`src/rtl/control_unit.sv`:
```
`default_nettype none
// ============================================================================
// Module      : control_unit
// Description : Multi-cycle instruction sequencer (fetch T0-T2, execute T3-T7)
//               with registered control outputs and stop/halt handling.
// Revision    : 1.0
// ============================================================================
module control_unit (
  input  logic        clk,
  input  logic        clr,
  input  logic [31:0] IR,
  input  logic        CON,
  input  logic        stop,
  output logic        run,
  output logic        PCout, Zlowout, Zhighout, MDRout, Cout, In_Portout, LOout, HIout,
  output logic        MARIn, ZIn, PCIn, MDRIn, IRIn, YIn, IncPC, HiIn, LoIn, CIn, InIn, OutIn,
  output logic        Gra, Grb, Grc, Rin, Rout, BAout,
  output logic        read, write,
  output logic [4:0]  alu_op
);

  typedef enum logic [3:0] {
    S_RESET, S_T0, S_T1, S_T2, S_T3, S_T4, S_T5, S_T6, S_T7, S_HALT
  } state_t;

  localparam logic [4:0] c_OP_LD   = 5'b00000;
  localparam logic [4:0] c_OP_LDI  = 5'b00001;
  localparam logic [4:0] c_OP_ST   = 5'b00010;
  localparam logic [4:0] c_OP_ADD  = 5'b00011;
  localparam logic [4:0] c_OP_SUB  = 5'b00100;
  localparam logic [4:0] c_OP_AND  = 5'b00101;
  localparam logic [4:0] c_OP_OR   = 5'b00110;
  localparam logic [4:0] c_OP_ADDI = 5'b01100;
  localparam logic [4:0] c_OP_BR   = 5'b10011;
  localparam logic [4:0] c_OP_IN   = 5'b10101;
  localparam logic [4:0] c_OP_OUT  = 5'b10110;
  localparam logic [4:0] c_OP_MFHI = 5'b10111;
  localparam logic [4:0] c_OP_MFLO = 5'b11000;
  localparam logic [4:0] c_OP_HALT = 5'b11010;

  typedef struct packed {
    logic       run;
    logic [4:0] alu_op;
    logic PCout, Zlowout, Zhighout, MDRout, Cout, In_Portout, LOout, HIout;
    logic MARIn, ZIn, PCIn, MDRIn, IRIn, YIn, IncPC, HiIn, LoIn, CIn, InIn, OutIn;
    logic Gra, Grb, Grc, Rin, Rout, BAout;
    logic read, write;
  } ctrl_t;

  state_t     r_state;
  logic [4:0] r_opcode;
  logic       r_con;
  ctrl_t      r_ctrl;

  state_t     w_state_nxt;
  logic [4:0] w_op_nxt;
  logic       w_con_nxt;
  logic       w_unused_ir;

  function automatic logic f_is_alu(input logic [4:0] op);
    return (op == c_OP_ADD) || (op == c_OP_SUB) || (op == c_OP_AND) || (op == c_OP_OR);
  endfunction

  function automatic logic f_is_imm(input logic [4:0] op);
    return (op == c_OP_ADDI) || (op == c_OP_LDI);
  endfunction

  function automatic logic f_is_mem(input logic [4:0] op);
    return (op == c_OP_LD) || (op == c_OP_ST);
  endfunction

  // Every opcode that is not a multi-step instruction (including undefined ones) ends at T3.
  function automatic logic f_ends_t3(input logic [4:0] op);
    return !(f_is_alu(op) || f_is_imm(op) || f_is_mem(op) || (op == c_OP_BR));
  endfunction

  function automatic state_t f_next(input state_t s, input logic [4:0] op,
                                    input logic [4:0] ir_op, input logic stp);
    state_t last;
    last = stp ? S_HALT : S_T0;
    case (s)
      S_RESET: f_next = S_T0;
      S_T0:    f_next = S_T1;
      S_T1:    f_next = S_T2;
      S_T2:    f_next = (ir_op == c_OP_HALT) ? S_HALT : S_T3;
      S_T3:    f_next = f_ends_t3(op) ? last : S_T4;
      S_T4:    f_next = S_T5;
      S_T5:    f_next = (f_is_alu(op) || f_is_imm(op)) ? last : S_T6;
      S_T6:    f_next = (op == c_OP_BR) ? last : S_T7;
      S_T7:    f_next = last;
      S_HALT:  f_next = S_HALT;
      default: f_next = S_RESET;
    endcase
  endfunction

  function automatic ctrl_t f_ctrl(input state_t s, input logic [4:0] op, input logic con);
    ctrl_t c;
    c     = '0;
    c.run = (s != S_RESET) && (s != S_HALT);
    case (s)
      S_T0: begin c.PCout = 1'b1; c.MARIn = 1'b1; c.IncPC = 1'b1; c.ZIn = 1'b1; end
      S_T1: begin c.Zlowout = 1'b1; c.PCIn = 1'b1; c.read = 1'b1; c.MDRIn = 1'b1; end
      S_T2: begin c.MDRout = 1'b1; c.IRIn = 1'b1; end
      S_T3: begin
        case (op)
          c_OP_ADD, c_OP_SUB, c_OP_AND, c_OP_OR, c_OP_ADDI:
                     begin c.Grb = 1'b1; c.Rout = 1'b1; c.YIn = 1'b1; end
          c_OP_LDI, c_OP_LD, c_OP_ST:
                     begin c.Grb = 1'b1; c.BAout = 1'b1; c.YIn = 1'b1; end
          c_OP_BR:   begin c.Gra = 1'b1; c.Rout = 1'b1; end
          c_OP_IN:   begin c.In_Portout = 1'b1; c.Gra = 1'b1; c.Rin = 1'b1; end
          c_OP_OUT:  begin c.Gra = 1'b1; c.Rout = 1'b1; c.OutIn = 1'b1; end
          c_OP_MFHI: begin c.HIout = 1'b1; c.Gra = 1'b1; c.Rin = 1'b1; end
          c_OP_MFLO: begin c.LOout = 1'b1; c.Gra = 1'b1; c.Rin = 1'b1; end
          default: ;
        endcase
      end
      S_T4: begin
        if (f_is_alu(op)) begin
          c.Grc = 1'b1; c.Rout = 1'b1; c.ZIn = 1'b1; c.alu_op = op;
        end else if (f_is_imm(op) || f_is_mem(op)) begin
          c.Cout = 1'b1; c.ZIn = 1'b1; c.alu_op = c_OP_ADD;
        end else if (op == c_OP_BR) begin
          c.PCout = 1'b1; c.YIn = 1'b1;
        end
      end
      S_T5: begin
        if (f_is_alu(op) || f_is_imm(op)) begin
          c.Zlowout = 1'b1; c.Gra = 1'b1; c.Rin = 1'b1;
        end else if (f_is_mem(op)) begin
          c.Zlowout = 1'b1; c.MARIn = 1'b1;
        end else if (op == c_OP_BR) begin
          c.Cout = 1'b1; c.ZIn = 1'b1; c.alu_op = c_OP_ADD;
        end
      end
      S_T6: begin
        if (op == c_OP_LD) begin
          c.read = 1'b1; c.MDRIn = 1'b1;
        end else if (op == c_OP_ST) begin
          c.Gra = 1'b1; c.Rout = 1'b1; c.MDRIn = 1'b1;
        end else if ((op == c_OP_BR) && con) begin
          c.Zlowout = 1'b1; c.PCIn = 1'b1;
        end
      end
      S_T7: begin
        if (op == c_OP_LD) begin
          c.MDRout = 1'b1; c.Gra = 1'b1; c.Rin = 1'b1;
        end else if (op == c_OP_ST) begin
          c.write = 1'b1;
        end
      end
      default: ;
    endcase
    return c;
  endfunction

  // Outputs are registered from the next state so they line up with r_state.
  assign w_op_nxt    = (r_state == S_T2) ? IR[31:27] : r_opcode;
  assign w_con_nxt   = (r_state == S_T3) ? CON : r_con;
  assign w_state_nxt = f_next(r_state, r_opcode, IR[31:27], stop);
  assign w_unused_ir = ^IR[26:0];

  always_ff @(posedge clk or posedge clr) begin
    if (clr) begin
      r_state  <= S_RESET;
      r_opcode <= 5'b00000;
      r_con    <= 1'b0;
      r_ctrl   <= '0;
    end else begin
      r_state  <= w_state_nxt;
      r_opcode <= w_op_nxt;
      r_con    <= w_con_nxt;
      r_ctrl   <= f_ctrl(w_state_nxt, w_op_nxt, w_con_nxt);
    end
  end

  assign run        = r_ctrl.run;
  assign alu_op     = r_ctrl.alu_op;
  assign PCout      = r_ctrl.PCout;
  assign Zlowout    = r_ctrl.Zlowout;
  assign Zhighout   = r_ctrl.Zhighout;
  assign MDRout     = r_ctrl.MDRout;
  assign Cout       = r_ctrl.Cout;
  assign In_Portout = r_ctrl.In_Portout;
  assign LOout      = r_ctrl.LOout;
  assign HIout      = r_ctrl.HIout;
  assign MARIn      = r_ctrl.MARIn;
  assign ZIn        = r_ctrl.ZIn;
  assign PCIn       = r_ctrl.PCIn;
  assign MDRIn      = r_ctrl.MDRIn;
  assign IRIn       = r_ctrl.IRIn;
  assign YIn        = r_ctrl.YIn;
  assign IncPC      = r_ctrl.IncPC;
  assign HiIn       = r_ctrl.HiIn;
  assign LoIn       = r_ctrl.LoIn;
  assign CIn        = r_ctrl.CIn;
  assign InIn       = r_ctrl.InIn;
  assign OutIn      = r_ctrl.OutIn;
  assign Gra        = r_ctrl.Gra;
  assign Grb        = r_ctrl.Grb;
  assign Grc        = r_ctrl.Grc;
  assign Rin        = r_ctrl.Rin;
  assign Rout       = r_ctrl.Rout;
  assign BAout      = r_ctrl.BAout;
  assign read       = r_ctrl.read;
  assign write      = r_ctrl.write;

endmodule
`default_nettype wire
```
`config.mk`:
```
export PLATFORM = sky130hd
export DESIGN_NAME = control_unit
export DESIGN_NICKNAME = d
export VERILOG_FILES = /design/src/rtl/control_unit.sv
export SDC_FILE = /design/constraint.sdc
export NUM_CORES = 1
export LEC_CHECK = 0
export ABC_AREA = 1
export CORE_UTILIZATION = 44
export CTS_CLUSTER_DIAMETER = 120
export DETAILED_ROUTE_END_ITERATION = 8
export GPL_TIMING_DRIVEN = 0
export MAX_ROUTING_LAYER = met4
export PLACE_DENSITY_LB_ADDON = 0.25
export REMOVE_ABC_BUFFERS = 1
export SYNTH_ARGS = -nofsm -noshare
export SYNTH_HDL_FRONTEND = slang
export SYNTH_SLANG_ARGS = --single-unit
```
`constraint.sdc`:
```
create_clock -name clk -period 2.1 [get_ports clk]
set_input_delay 0.42 -clock clk [delete_from_list [all_inputs] [get_ports clk]]
set_output_delay 0.42 -clock clk [all_outputs]
set_load 0.005 [all_outputs]
```
==> results.sh, run 1 <==
export IMPL_cap_violations=0
export IMPL_netlist_area_um2=1917
export IMPL_ys_types=24
export IMPL_routed_wl_um=3888
export IMPL_cts_sink_count=39
export IMPL_drv_slew=0
export IMPL_cts_hold_repair_buffers=0
export IMPL_cp_max_fo=10
export IMPL_gp_congestion=0.9277
export IMPL_run_status="complete, no violations"
export IMPL_synth_edff_count=0
export IMPL_drc=0
export IMPL_final_setup_viol_count=0
export IMPL_fin_nets=321
export IMPL_first_iter_violations=79
export IMPL_die_w_um=68.01
export IMPL_nFillCells=375
export IMPL_viasPerCell=4.810
export IMPL_rsz0062_at_grt="no"
export IMPL_cts_tree="built"
export IMPL_hpwl_um=2916
export IMPL_powerDensity_nw_per_um2=1438
export IMPL_synthTopCellsByCount="nand2_1 (66), dfrtp_1 (39), nor2_1 (33)"
export IMPL_ys_flop_type="dfrtp_1"
export IMPL_synth_top_area_frac=0.5091
export IMPL_core_area_um2=4086
export IMPL_final_hold_violation_count=0
export IMPL_path_clk_slew_ns=0.08
export IMPL_htree_num_levels=2
export IMPL_start_util=0.4691
export IMPL_yosysWarningCount=0
export IMPL_required_ns=2.27
export IMPL_min_period_over_period=0.8644
export IMPL_io_buffers=37
export IMPL_pre_cts_ws_ns=0.009400
export IMPL_vias=1616
export IMPL_final_setup_tns_ns=0
export IMPL_whs_path_depth=2
export IMPL_rows=23
export IMPL_final_cell_area_um2=2447
export IMPL_synth_area_leaders="dfrtp_1 (51%), nand2_1 (13%), nor2_1 (6.5%), nand3_1 (5.2%), inv_1 (4.7%)"
export IMPL_worst_slew_pin_slew_ns=0.7894
export IMPL_ctsResizeCount=0
export IMPL_areaGrowthSynthToFinish_pct=27.68
export IMPL_antenna_found_initial=0
export IMPL_cts_buffer_depth=2
export IMPL_syn_avg_cell_area_um2=7.987
export IMPL_fp_dieH_um=68.01
export IMPL_min_path_type="reg -> reg"
export IMPL_finalWorstSetupSlack_ns=0.2848
export IMPL_max_freq_mhz=550.9
export IMPL_post_place_cells=328
export IMPL_ios=70
export IMPL_dpl_cell_area_um2=2335
export IMPL_ys_ff_latch=39
export IMPL_start_kind="flip-flop"
export IMPL_yosys_cell_count_top_type="nand2_1"
export IMPL_ys_seq_area_frac=0.5091
export IMPL_yosysTopAreaCell="dfrtp_1"
export IMPL_crit_type="reg -> reg"
export IMPL_antenna_cells=0
export IMPL_min_period_ns=1.815
export IMPL_cts_buffers=5
export IMPL_cts_root_buf="clkbuf_8"
export IMPL_finClkSkew_ns=0.006354
export IMPL_synthArstFlopShare=1.000
export IMPL_grt_max_degree=40
export IMPL_max_slew_margin=0.4730
export IMPL_fin_total_pwr_mw=3.518
export IMPL_synthCells=240
export IMPL_wl_per_cell_um=11.57
export IMPL_cp_arrival_ns=1.99
export IMPL_grt_pass1_vias=1399
export IMPL_clock_latency_ns=0.29
export IMPL_grt_pass1_wl_um=6223
export IMPL_drt_pass1_iterations=4
export IMPL_ant_nets=0
export IMPL_endpoint_kind="flip-flop"
export IMPL_irDropWorstVdd_mv=0.8180
export IMPL_grt_overflow_total=0
export IMPL_drive_above_1_share=0.1224
export IMPL_post_cts_buffers=0
export IMPL_reg2reg_depth=10
export IMPL_track_usage=0.1911
export IMPL_die_area_um2=4625
export IMPL_power_leakage_nw=1.258
export IMPL_final_cells=336
==> through the flow <==
step,utilization,hold slack [ns]
after global placement,0.5713,0.4975
after CTS,0.5989,0.5194
after floorplan,-,0.4622
after detailed placement,0.5713,0.4972
after global routing,0.5989,0.5393
final,0.5989,0.5154
==> per-layer routing <==
metal	vias up	global-route usage	routed length (um)
li1	827	-	-
met1	721	0.2487	1773
met2	61	0.2966	1812
met3	7	0.04500	253
met4	0	0.05469	49
met5	-	-	0
==> worst max-delay path, cell delays in order, from the launching register on <==
cell and delay (ns):
dfrtp_1 0.44, nor2_4 0.28, nand2_4 0.14, nand2_1 0.08, nand2_1 0.12, nand3_2 0.16
nor2_1 0.05, nor2_1 0.16, nand2_2 0.11, nand2_1 0.07, nand3_1 0.07
==> cell usage in the layout, fill, tap and decap left out, types with 3 or more instances in the layout <==
cell,instances
conb_1,7
a21oi_1,3
inv_1,23
nand2_1,66
nor2_1,33
clkbuf_8,5
nor3_1,9
o21ai_0,6
clkdlybuf4s50_1,37
inv_2,5
nand3_1,20
nor2_2,3
dfrtp_1,39
nand2_2,11
==> path summary, 6_finish.rpt <==
kind | from | end | slack [ns]
worst max-delay path | r_state[3] | ZIn | 0.28
min in group asynchronous | clr | alu_op[4] | 0.59
worst max register to register | r_state[3] | ZIn | 0.28
max in group asynchronous | clr | r_state[2] | 1.00
worst min-delay path | r_con | r_con | 0.52
worst min register to register | r_con | r_con | 0.52
==> kinds of logic (layout without fill, tap and decap cells) <==
family | after synthesis | after routing | share of synthesized area
flops | 39 | 39 | 0.5091
other cells | 1 | 7 | 0.001956
compound gates | 10 | 10 | 0.02741
simple gates | 156 | 156 | 0.3825
buf+inv | 34 | 74 | 0.07898
==> report_power, final <==
| group | total, mW | switching [mW] | leakage, nW | internal [mW] |
|---|---|---|---|---|
| clock | 0.624 | 0.271 | 0.0581 | 0.354 |
| sequential | 1.11 | 0.140 | 0.510 | 0.971 |
| combinational | 1.78 | 1.15 | 0.690 | 0.631 |
==> cell type report <==
type / instances / area [um2] / area share
multi-input combinational: 173 / 812.0 / 0.3318
inverter: 29 / 113.9 / 0.04652
timing repair buffer: 37 / 370.4 / 0.1513
sequential: 39 / 975.9 / 0.3988
clock buffer: 5 / 68.82 / 0.02812
clock inverter: 3 / 43.79 / 0.01789
tap: 50 / 62.56 / 0.02556
No activity file was read; power rests on OpenSTA's default activity.
==> inputs of run 2 (changes only) <==
--- a/config.mk
+++ b/config.mk
@@ -6,6 +6,7 @@
 export NUM_CORES = 1
 export LEC_CHECK = 0
 export ABC_AREA = 1
+export CORE_MARGIN = 2
 export CORE_UTILIZATION = 44
 export CTS_CLUSTER_DIAMETER = 120
 export DETAILED_ROUTE_END_ITERATION = 8
==> run 2 against run 1 <==
Compared with the run above: first-iteration DRC count is 11% higher; combinational power hardly changed; sequential share of layout area is 0.48 points lower; global-route usage is 1.6 points lower; maximum frequency hardly changed; worst setup slack hardly changed; die area is 6.0% higher; via count is 0.43% lower; critical endpoint is now Rout; hold slack better by 0.012 ns; clock-buffer cell count stayed put; flip-flop and latch count stayed put.
==> results.sh, run 2 (synthesized netlist as in run 1, its figures left out) <==
export IMPL_viasPerCell=4.746
export IMPL_wl_per_cell_um=11.27
export IMPL_cp_max_fo=10
export IMPL_final_setup_viol_count=0
export IMPL_start_kind="flip-flop"
export IMPL_drv_slew=0
export IMPL_switchingPower_mw=1.537
export IMPL_clock_latency_ns=0.29
export IMPL_final_common_cell="nand2_1"
export IMPL_worst_slew_pin_slew_ns=0.7074
export IMPL_final_cell_mix="nand2_1 (66), dfrtp_1 (39), clkdlybuf4s50_1 (37)"
export IMPL_grt_pass1_wl_um=6686
export IMPL_fin_util=0.5810
export IMPL_grt_max_degree=24
export IMPL_post_place_cells=331
export IMPL_areaGrowthSynthToFinish_pct=29.24
export IMPL_core_area_um2=4264
export IMPL_irDropWorstVdd_mv=0.5705
export IMPL_path_clk_slew_ns=0.08
export IMPL_antenna_cells=0
export IMPL_crit_type="reg -> reg"
export IMPL_power_leakage_nw=1.272
export IMPL_ctsResizeCount=0
export IMPL_die_w_um=70.01
export IMPL_run_status="complete, no violations"
export IMPL_io_buffers=37
export IMPL_rows=24
export IMPL_grt_overflow_total=0
export IMPL_cts_tree="built"
export IMPL_seq_area_um2=975.9
export IMPL_ant_nets=0
export IMPL_cap_violations=0
export IMPL_max_slew_margin=0.5279
export IMPL_final_cells=339
export IMPL_fp_dieH_um=70.01
export IMPL_first_iter_violations=88
export IMPL_drc=0
export IMPL_drt_pass1_iterations=4
export IMPL_crit_path_max_incr_delay_ns=0.47
export IMPL_start_util=0.4495
export IMPL_ios=70
export IMPL_min_period_over_period=0.8642
export IMPL_grt_pass1_vias=1502
export IMPL_fin_nets=322
export IMPL_dpl_cell_area_um2=2365
export IMPL_die_area_um2=4901
export IMPL_final_cell_area_um2=2477
export IMPL_power_internal_mw=1.961
export IMPL_min_path_type="reg -> reg"
export IMPL_max_freq_mhz=551.0
export IMPL_final_hold_violation_count=0
export IMPL_powerDensity_nw_per_um2=1412
export IMPL_htree_num_levels=2
export IMPL_min_period_ns=1.815
export IMPL_post_cts_buffers=0
export IMPL_slowest_stage="dfrtp_1"
export IMPL_cts_buffer_depth=2
export IMPL_power_frac_clock=0.177
export IMPL_vias=1609
export IMPL_cts_hold_repair_buffers=0
export IMPL_cp_arrival_ns=1.99
export IMPL_nFillCells=416
export IMPL_path_cells="nor2_4 -> nand2_4 -> nand2_1 -> nand2_1 -> nand2_1 -> nor2_2 -> nor2_1 -> nand3_1 -> nand2_1 -> nand2_1"
export IMPL_required_ns=2.28
export IMPL_antenna_found_initial=0
export IMPL_track_usage=0.1754
export IMPL_cts_buffers=5
export IMPL_multi_input_area_um2=812.0
export IMPL_hpwl_um=3010
export IMPL_drive_above_1_share=0.1220
export IMPL_rsz0062_at_grt="no"
export IMPL_finClkSkew_ns=0.006368
export IMPL_routed_wl_um=3822
export IMPL_cts_root_buf="clkbuf_8"
export IMPL_p_sw_frac=0.4394
export IMPL_reg2reg_slack_ns=0.29
export IMPL_final_setup_tns_ns=0
export IMPL_cpMostUsedCell="nand2_1"
export IMPL_p_seq_frac=0.318
export IMPL_endpoint_kind="flip-flop"
export IMPL_cts_sink_count=39
export IMPL_gp_congestion=0.8967
export IMPL_combPwrFrac=0.506
[run 2: final cells by class]
cell class,instances,share of cell area
sequential,39,0.3939
tap,52,0.02626
clock buffer,5,0.02778
clock inverter,3,0.01768
multi-input combinational,173,0.3278
inverter,29,0.04596
timing repair buffer,38,0.1606
[run 2: per-layer routing]
layer | vias up | track usage | share of wire | wire [um]
li1 | 826 | - | - | -
met1 | 737 | 0.2248 | 0.47 | 1786
met2 | 40 | 0.2772 | 0.47 | 1804
met3 | 6 | 0.03896 | 0.048 | 183
met4 | 0 | 0.05983 | 0.013 | 48
met5 | - | - | 0 | 0
[run 2: stage by stage]
step	power [mW]	worst slack [ns]	hold WS, ns
after detailed placement	2.893	0.04088	0.4920
after floorplan	2.338	0.5602	0.4622
after global placement	2.861	0.02991	0.4894
after CTS	3.521	0.3086	0.5121
final	3.498	0.2852	0.5278
after global routing	3.819	0.1079	0.5309
[run 2: final timing paths]
kind / startpoint / to / depth (start not counted)
hold reg to reg: r_con / r_con / 2
setup reg to reg: r_state[2] / Rout / 10
min in group asynchronous: clr / Zlowout / 2
hold / removal: r_con / r_con / 2
max in group asynchronous: clr / LOout / 3
setup / recovery: r_state[2] / Rout / 10
[run 2: power groups by stage]
stage                     sequential, mW  combinational (mW)  clock, mW
after floorplan                     1.12                1.22          0
after global placement              1.12                1.74          0
after detailed placement            1.13                1.77          0
after CTS                           1.11                1.78      0.634
after global routing                1.14                2.01      0.666
final                               1.11                1.77      0.618
[run 2: critical path, delay by kind of cell, from the launching register on]
kind | cells | cell delay, ns
flops | 1 | 0.47
simple gates | 10 | 1.24
==> edit 1 (flow settings as in run 1) <==
The 10 states of `state_t` get a Gray code encoding in 4 bits.
--- a/src/rtl/control_unit.sv
+++ b/src/rtl/control_unit.sv
@@ -21,5 +21,5 @@
 
   typedef enum logic [3:0] {
-    S_RESET, S_T0, S_T1, S_T2, S_T3, S_T4, S_T5, S_T6, S_T7, S_HALT
+    S_RESET = 4'b0000, S_T0 = 4'b0001, S_T1 = 4'b0011, S_T2 = 4'b0010, S_T3 = 4'b0110, S_T4 = 4'b0111, S_T5 = 4'b0101, S_T6 = 4'b0100, S_T7 = 4'b1100, S_HALT = 4'b1101
   } state_t;
 
Function: same outputs for any inputs over 10 cycles, from zero or initial values; not proved beyond that.
==> edit 1 against run 1 <==
  * Design area up 1.9%
  * Total power up 0.85%
  * Sequential cell count unchanged
  * Wire length up 1.7%
  * Largest cell class unchanged
  * Setup slack worse by 0.048 ns
  * Critical endpoint unchanged
  * Synthesized area up 2.2%
  * Critical path depth unchanged
  * Via count up 4.8%
==> edit 1: results (changes against run 1) <==
First-pass GRT wire length: 6.85 mm (+10%)
Warnings from Yosys: 0 (unchanged)
Leakage: 1.32 nW (+5.1%)
Ys async rst share: 100% (unchanged)
HPWL after DPL: 3.05 mm (+4.7%)
Global Route Usage Sum: 20.7% (+1.5 points)
Seq/Total Area, Yosys: 49.8% (-1.1 points)
Placer congestion estimate: 0.914 (-1.5%)
Filler cell count: 394 (+5.1%)
Vias in the first global route: 1552 (+11%)
Ranking of synthesized cells by area: dfrtp_1, nand2_1, nand3_1
Post-synthesis cell type count: 23 (-4.2%)
Arrival time worst endpoint: 2.04 ns (+0.05 ns)
Crit-path max cell delay: 0.46 ns (+0.02 ns)
Hold Crit Class: reg2reg
IO Port Bufs: 37 (unchanged)
Num CTS Buffers: 5 (unchanged)
Top post-synthesis cells by count: nand2_1, dfrtp_1, nand3_1
Share of cells above drive strength 1: 11.9% (-0.29 points)
Status: finished clean
Synth top area share: 49.8% (-1.1 points)
Measured slew at the worst slew-check pin: 0.796 ns (+0.00705 ns)
Crit path max fanout: 10 (unchanged)
Nets@finish: 328 (+2.2%)
Reg clk slew, reported paths: 0.07 ns
DRT iter0 DRCs: 80 (+1.3%)
Worst Clk Skew: 0.00672 ns (+0.000362 ns)
Pre-CTS setup slack: 0.0443 ns (+0.0349 ns)
Peak supply drop: 0.658 mV (-20%)
Routed vias: 1694 (+4.8%)
Post-DP Area: 2380 um2 (+1.8%)
Antenna cells: 0 (unchanged)
Routed len/inst: 11.5 um (-0.33%)
## edit 1: worst min-delay path: stages (launching register included)
cell     delay, ns
dfrtp_1       0.33
nand2_1       0.05
nand2_1       0.09
## edit 1: path summary, 6_finish.rpt
check                                      end                  from  depth (start not counted)  slack [ns]
min in group asynchronous  alu_op[4]$_DFF_PP0_                   clr                          2        0.60
hold / removal                 r_con$_DFF_PP0_       r_con$_DFF_PP0_                          2        0.52
setup reg to reg                 ZIn$_DFF_PP0_  r_state[2]$_DFF_PP0_                         10        0.24
max in group asynchronous      HIout$_DFF_PP0_                   clr                          2        1.00
hold reg to reg                r_con$_DFF_PP0_       r_con$_DFF_PP0_                          2        0.52
setup / recovery                 ZIn$_DFF_PP0_  r_state[2]$_DFF_PP0_                         10        0.24
## edit 1: stage by stage
step                cells  util (%)
finish                343      60.2
global route          343      60.2
CTS                   343      60.2
detailed placement    335      57.3
global placement      335      57.3
floorplan             248         -
## edit 1: layout make-up
type | instances | share of cell area [%]
Sequential cell | 39 | 39.1
Multi-Input combinational cell | 177 | 34.0
Timing Repair Buffer | 37 | 14.9
Inverter | 32 | 4.82
Clock buffer | 6 | 3.31
Tap cell | 50 | 2.51
Clock inverter | 2 | 1.40
## edit 1: cell families (layout without fill, tap and decap cells)
group           count (synthesis)  in the layout  synth area share (%)
compound gates                 13             13                  4.03
buf+inv                        37             77                  8.05
flops                          39             39                  49.8
other cells                     1              7                 0.192
simple gates                  157            157                  37.9
## edit 1: power by group
group	internal (mW)	leakage, nW	switching [mW]
sequential	0.968	0.508	0.138
combinational	0.645	0.752	1.15
clock	0.384	0.0612	0.264
total	2.00	1.32	1.55
## edit 1: metal layers
| layer | wire [um] | share of wire (%) | GRT usage [%] | vias to the layer above |
|---|---|---|---|---|
| met3 | 165 | 4.2 | 3.95 | 8 |
| met4 | 64 | 1.6 | 7.65 | 0 |
| met2 | 1850 | 47 | 33.1 | 47 |
| li1 | - | - | - | 856 |
| met5 | 0 | 0 | - | - |
| met1 | 1870 | 47 | 25.9 | 783 |
